$ cat config.mk
export PLATFORM = sky130hd
export DESIGN_NAME = square_num
export DESIGN_NICKNAME = d
export VERILOG_FILES = /design/src/rtl/square_num.sv
export SDC_FILE = /design/constraint.sdc
export NUM_CORES = 1
export LEC_CHECK = 0
export BUFFER_PORTS_ARGS = -buffer_cell sky130_fd_sc_hd__buf_2
export CORE_MARGIN = 3
export CORE_UTILIZATION = 35
export CTS_CLUSTER_SIZE = 12
export DETAILED_ROUTE_END_ITERATION = 8
export GPL_TIMING_DRIVEN = 0
export HOLD_SLACK_MARGIN = 0.08
export PLACE_DENSITY_LB_ADDON = 0.2
export SYNTH_ARGS = -nofsm -noshare
export SYNTH_HDL_FRONTEND = slang
export SYNTH_SLANG_ARGS = --single-unit
$ cat constraint.sdc
create_clock -name CLK -period 3.13 [get_ports CLK]
set_input_delay 0.626 -clock CLK [delete_from_list [all_inputs] [get_ports CLK]]
set_output_delay 0.626 -clock CLK [all_outputs]
set_load 0.01 [all_outputs]
$ cat src/rtl/square_num.sv
// square_num: sequential shift-and-add squarer.
//
// Squares an unsigned WIDTH-bit root into a 2*WIDTH-bit result, one
// partial product per cycle, exactly WIDTH iterations per operation.
// Only one operation is in flight at a time.
//
// Handshake semantics (both sides): a transfer happens on a rising CLK
// edge where valid and ready are both high. The producer holds its data
// stable while valid is high and not yet accepted. in_ready is high only
// in IDLE, and out_valid is high only in DONE, so an input is never
// accepted while a result is waiting.
//
// Ports:
//   CLK        clock, all state updates on posedge
//   RST        asynchronous active-low reset
//   in_valid   root is valid this cycle
//   in_ready   block can accept a root (state == IDLE)
//   root       unsigned value to square, sampled on the accept edge
//   out_valid  sq holds a finished result
//   out_ready  consumer takes sq this cycle
//   sq         root*root, unsigned; holds its value after the handshake
//   busy       state != IDLE
//   dbg_state  current FSM state (0=IDLE, 1=CALC, 2=DONE)
module square_num #(
  parameter int WIDTH = 8
) (
  input  logic               CLK,
  input  logic               RST,
  input  logic               in_valid,
  output logic               in_ready,
  input  logic [WIDTH-1:0]   root,
  output logic               out_valid,
  input  logic               out_ready,
  output logic [2*WIDTH-1:0] sq,
  output logic               busy,
  output logic [1:0]         dbg_state
);

  localparam int CW = $clog2(WIDTH + 1);
  localparam logic [CW-1:0] LAST = CW'(WIDTH - 1);

  typedef enum logic [1:0] {
    IDLE = 2'd0,
    CALC = 2'd1,
    DONE = 2'd2
  } state_t;

  state_t state_q;
  state_t state_d;

  logic [2*WIDTH-1:0] mcand;
  logic [WIDTH-1:0]   mplr;
  logic [2*WIDTH-1:0] acc;
  logic [CW-1:0]      cnt;
  logic [2*WIDTH-1:0] acc_next;

  // Accumulator value after the current iteration; on the last CALC
  // iteration this is the complete square, so it is stored straight into sq.
  assign acc_next = acc + (mplr[0] ? mcand : '0);

  assign in_ready  = (state_q == IDLE);
  assign busy      = (state_q != IDLE);
  assign dbg_state = state_q;

  // Next-state logic.
  always_comb begin
    state_d = state_q;
    case (state_q)
      IDLE: if (in_valid) state_d = CALC;
      CALC: if (cnt == LAST) state_d = DONE;
      DONE: if (out_ready) state_d = IDLE;
      default: state_d = IDLE;
    endcase
  end

  always_ff @(posedge CLK or negedge RST) begin
    if (!RST) begin
      state_q <= IDLE;
    end else begin
      state_q <= state_d;
    end
  end

  // Datapath registers.
  always_ff @(posedge CLK or negedge RST) begin
    if (!RST) begin
      mcand     <= '0;
      mplr      <= '0;
      acc       <= '0;
      cnt       <= '0;
      sq        <= '0;
      out_valid <= 1'b0;
    end else begin
      case (state_q)
        IDLE: begin
          if (in_valid) begin
            mcand <= {{WIDTH{1'b0}}, root};
            mplr  <= root;
            acc   <= '0;
            cnt   <= '0;
          end
        end
        CALC: begin
          acc   <= acc_next;
          mcand <= mcand << 1;
          mplr  <= mplr >> 1;
          cnt   <= cnt + CW'(1);
          if (cnt == LAST) begin
            sq        <= acc_next;
            out_valid <= 1'b1;
          end
        end
        DONE: begin
          if (out_ready) out_valid <= 1'b0;
        end
        default: begin
          out_valid <= 1'b0;
        end
      endcase
    end
  end

endmodule

==> run summary <==
No sink is reached through more buffers than the 2 on the longest clock path. Counting flops and latches in the post-synthesis netlist gives 63. Share of total power in the clock network: 22.4%.

After clock tree synthesis, the clock-pin slew on the worst setup and hold paths is 0.07 ns. The wire length of the first global-routing pass was 12.6 mm. The worst pin sits at a relative slew slack of 47.5%.

Setup violations remaining at the end of the flow were counted as 0. Cells fill 42.3% of the core in the end. In this run the worst hold path is classified as in2async. The total iterations of the first detailed-routing run is 4.

Entering global routing, the biggest net connects 64 pins. From bottom edge to top edge, the die measures 103 µm. Counting flops with an async set or reset pin after synthesis yields a share of 100%. The run gives 0 as the number of max-slew violations in the final report. The core region is 8890 µm². CTS saw 63 sinks.

Net switching is 36.7% of the power. Setup repair after global routing left no endpoint under its margin. The run gives 3.05 ns as the data arrival time of the critical path. The number of antenna violations at the first check in global routing was 0; the largest driver fanout on the critical path was 10.

The total wire length after detailed routing was 7.35 mm. The start-to-end type of the worst setup path is reg2reg. For this run, the total global-route usage over all layers was measured as 15.3%.

Clock root buffer master: clkbuf_8. Fraction of final layout cells sized beyond drive strength 1: 15.3%. Setup total negative slack on the finished layout was measured at 0 ns. The post-cts resize count is 0, and the violation count after the first detailed-routing iteration is 103. The synthesized instance count was 339; the post-CTS repair timing setup buffer count was 0. The worst register-to-register path has a setup slack of 0.31 ns.

The congestion estimate from routability-driven global placement came to 0.905. The flow ran to the end, and the final reports show no timing, DRC or antenna violations. The count of endpoints failing hold in the final timing report was 0. Between clock sinks in the finished design, the worst skew comes to 0.00850 ns. The tools report the via count of the first global-routing pass as 2601.

After layout, the minimum clock period comes to 2.82 ns. The number of antenna diodes in the final layout is 0. The smallest hold slack came out at 0.379 ns. In this run the power spent charging and discharging nets is 1.16 mW. The library cell used most frequently in the layout, excluding fill and tap cells, is nand2_1. Cell leakage power: 1.84 nW. TritonCTS built the clock tree. Summing the sequential cell areas from Yosys gives 48.3% of the chip area. In this run the count of I/O pins placed on the die edge is 33.

In this run the remaining antenna-violating nets after routing total 0. STA puts the critical path data required time at 3.35 ns. The worst register-to-register path begins at mplr[0].

The share of power burned in registers was 40.9%. Combinational logic is responsible for 36.7% of the overall power. Counting every net in the synthesized netlist gives 368. In this run, post-CTS hold repair placed 0 buffers.

The die covers 10500 µm². The run gives 411 as the number of nets in the final layout. The number of cells on the worst reg-to-reg path is 10.

The signed area change from the synthesized netlist to the final layout was 15.2%; the distinct cell type count after synthesis was 35. The endpoint of the worst register-to-register path is sq[8]. Timing would allow up to 354 MHz. The effective utilization at floorplan was 36.7%.

The H-tree was split into 3 levels. After detailed routing, the average wire length per cell comes to 14.9 µm. For the worst-skew pair, the clock arrives at the later sink with an insertion delay of 0.33 ns.

In this run the core area contains 34 standard-cell rows. For this run, the number of Yosys warnings is 0. Buffers placed on the I/O ports in this run total 32. The total power density per cell area is 842 nW/µm², and the worst vdd rail ir drop is 0.361 mV.

Measured along the x axis, the die boundary spans 103 µm. Counting the fill cells in the layout gives 872. A synthesized cell averages 9.63 µm². For the pin with the worst max-slew slack, the measured transition is 0.787 ns.

The mean number of vias per cell was 5.14; the via total after detailed routing was 2538. The run gives 0 as the DRC violations left. The element type at the critical path end is a flop. TritonCTS created 9 clock buffers. Internal power comes to 2.00 mW. The startpoint class of the critical path is a flop. In this run the cell area of the synthesized design comes to 3270 µm². Global routing finished with a remaining overflow of 0. In the layout the commonest cells are 67 x nand2_1, 63 x dfrtp_1, 37 x buf_2. The total of max-cap violations was 0. Yosys mapped a number of flops with a built-in enable equal to 0.

In the finished design, the share of the clock period the worst path needs comes to 90.3%. In the synthesized netlist the dominant register cell turns out to be dfrtp_1. For the final HPWL from detailed placement, the log shows 5.29 mm.
## metrics by stage
stage	setup WS, ns	std cells	instance area (µm²)	power, mW
2_1_floorplan	0.609	339	3270	2.11
3_3_place_gp	0.344	479	3560	2.46
3_5_place_dp	0.316	479	3560	2.49
4_1_cts	0.286	494	3760	3.22
5_1_grt	0.129	494	3760	3.44
6_report	0.305	494	3760	3.17
## worst max-delay path, stage by stage (launching register included)
cell	delay, ns
dfrtp_1	0.45
clkbuf_1	0.23
and2_1	0.19
ha_1	0.20
fa_1	0.42
a21o_1	0.22
a221o_1	0.38
nor2_1	0.12
o21bai_1	0.08
xor2_1	0.17
mux2_2	0.27
## power by group through the flow
stage	Clock, mW	Sequential, mW	Combinational, mW
floorplan	0	1.30	0.810
global placement	0	1.30	1.15
detailed placement	0	1.31	1.18
CTS	0.735	1.30	1.18
global route	0.773	1.34	1.33
finish	0.709	1.30	1.16
## routing by layer
metal  global-route usage, %  vias to the layer above  wire, µm
met4                    3.43                        0        70
li1                        -                     1279         -
met3                    4.40                        7       271
met2                    24.3                       52      3290
met5                       0                        -         0
met1                    20.8                     1200      3720
## worst max-delay path by stage
stage / startpoint / endpoint
6_report: mplr[0] / sq[8]
5_1_grt: mplr[0] / sq[8]
4_1_cts: mplr[0] / sq[8]
3_5_place_dp: mplr[0] / sq[8]
3_3_place_gp: mplr[0] / sq[8]
2_1_floorplan: mplr[0] / sq[8]
## cell usage after synthesis (5+ instances only)
cell type | count | area (µm²)
a21o_1 | 6 | 45.0
a21oi_1 | 18 | 90.1
a22o_1 | 21 | 184
a22oi_1 | 12 | 90.1
and2_1 | 15 | 93.8
buf_2 | 6 | 30.0
clkbuf_1 | 14 | 52.6
dfrtp_1 | 63 | 1580
ha_1 | 16 | 200
nand2_1 | 67 | 251
nor2_1 | 15 | 56.3
o21ai_0 | 31 | 155
o21ai_1 | 5 | 25.0
xnor2_1 | 10 | 87.6
xor2_1 | 5 | 43.8
## kinds of logic (layout without fill, tap and decap cells)
family,after synthesis,count (layout),synth area share [%]
fa+ha+maj,17,17,6.74
compound gates,105,105,21.0
xor+xnor,15,15,4.02
simple gates,112,112,15.2
buf+inv,22,69,2.76
mux,5,5,1.95
flops,63,63,48.3
## flip-flops by register name (all words and copies together) (netlist names)
| register | flops |
|---|---|
| cnt | 4 |
| out_valid | 1 |
| acc | 16 |
| dbg_state | 2 |
| mcand | 16 |
| sq | 16 |
| mplr | 8 |
## final cells by class
cell class	count	area, µm²	share of cell area (%)
sequential	63	1580	41.9
clock inverter	3	42.5	1.13
inverter	2	7.51	0.200
timing repair buffer	32	163	4.32
multi-input combinational	254	1600	42.5
tap	108	135	3.59
buffer	20	82.6	2.20
clock buffer	12	155	4.13
Note: power is estimated with default switching activity, not from simulation.
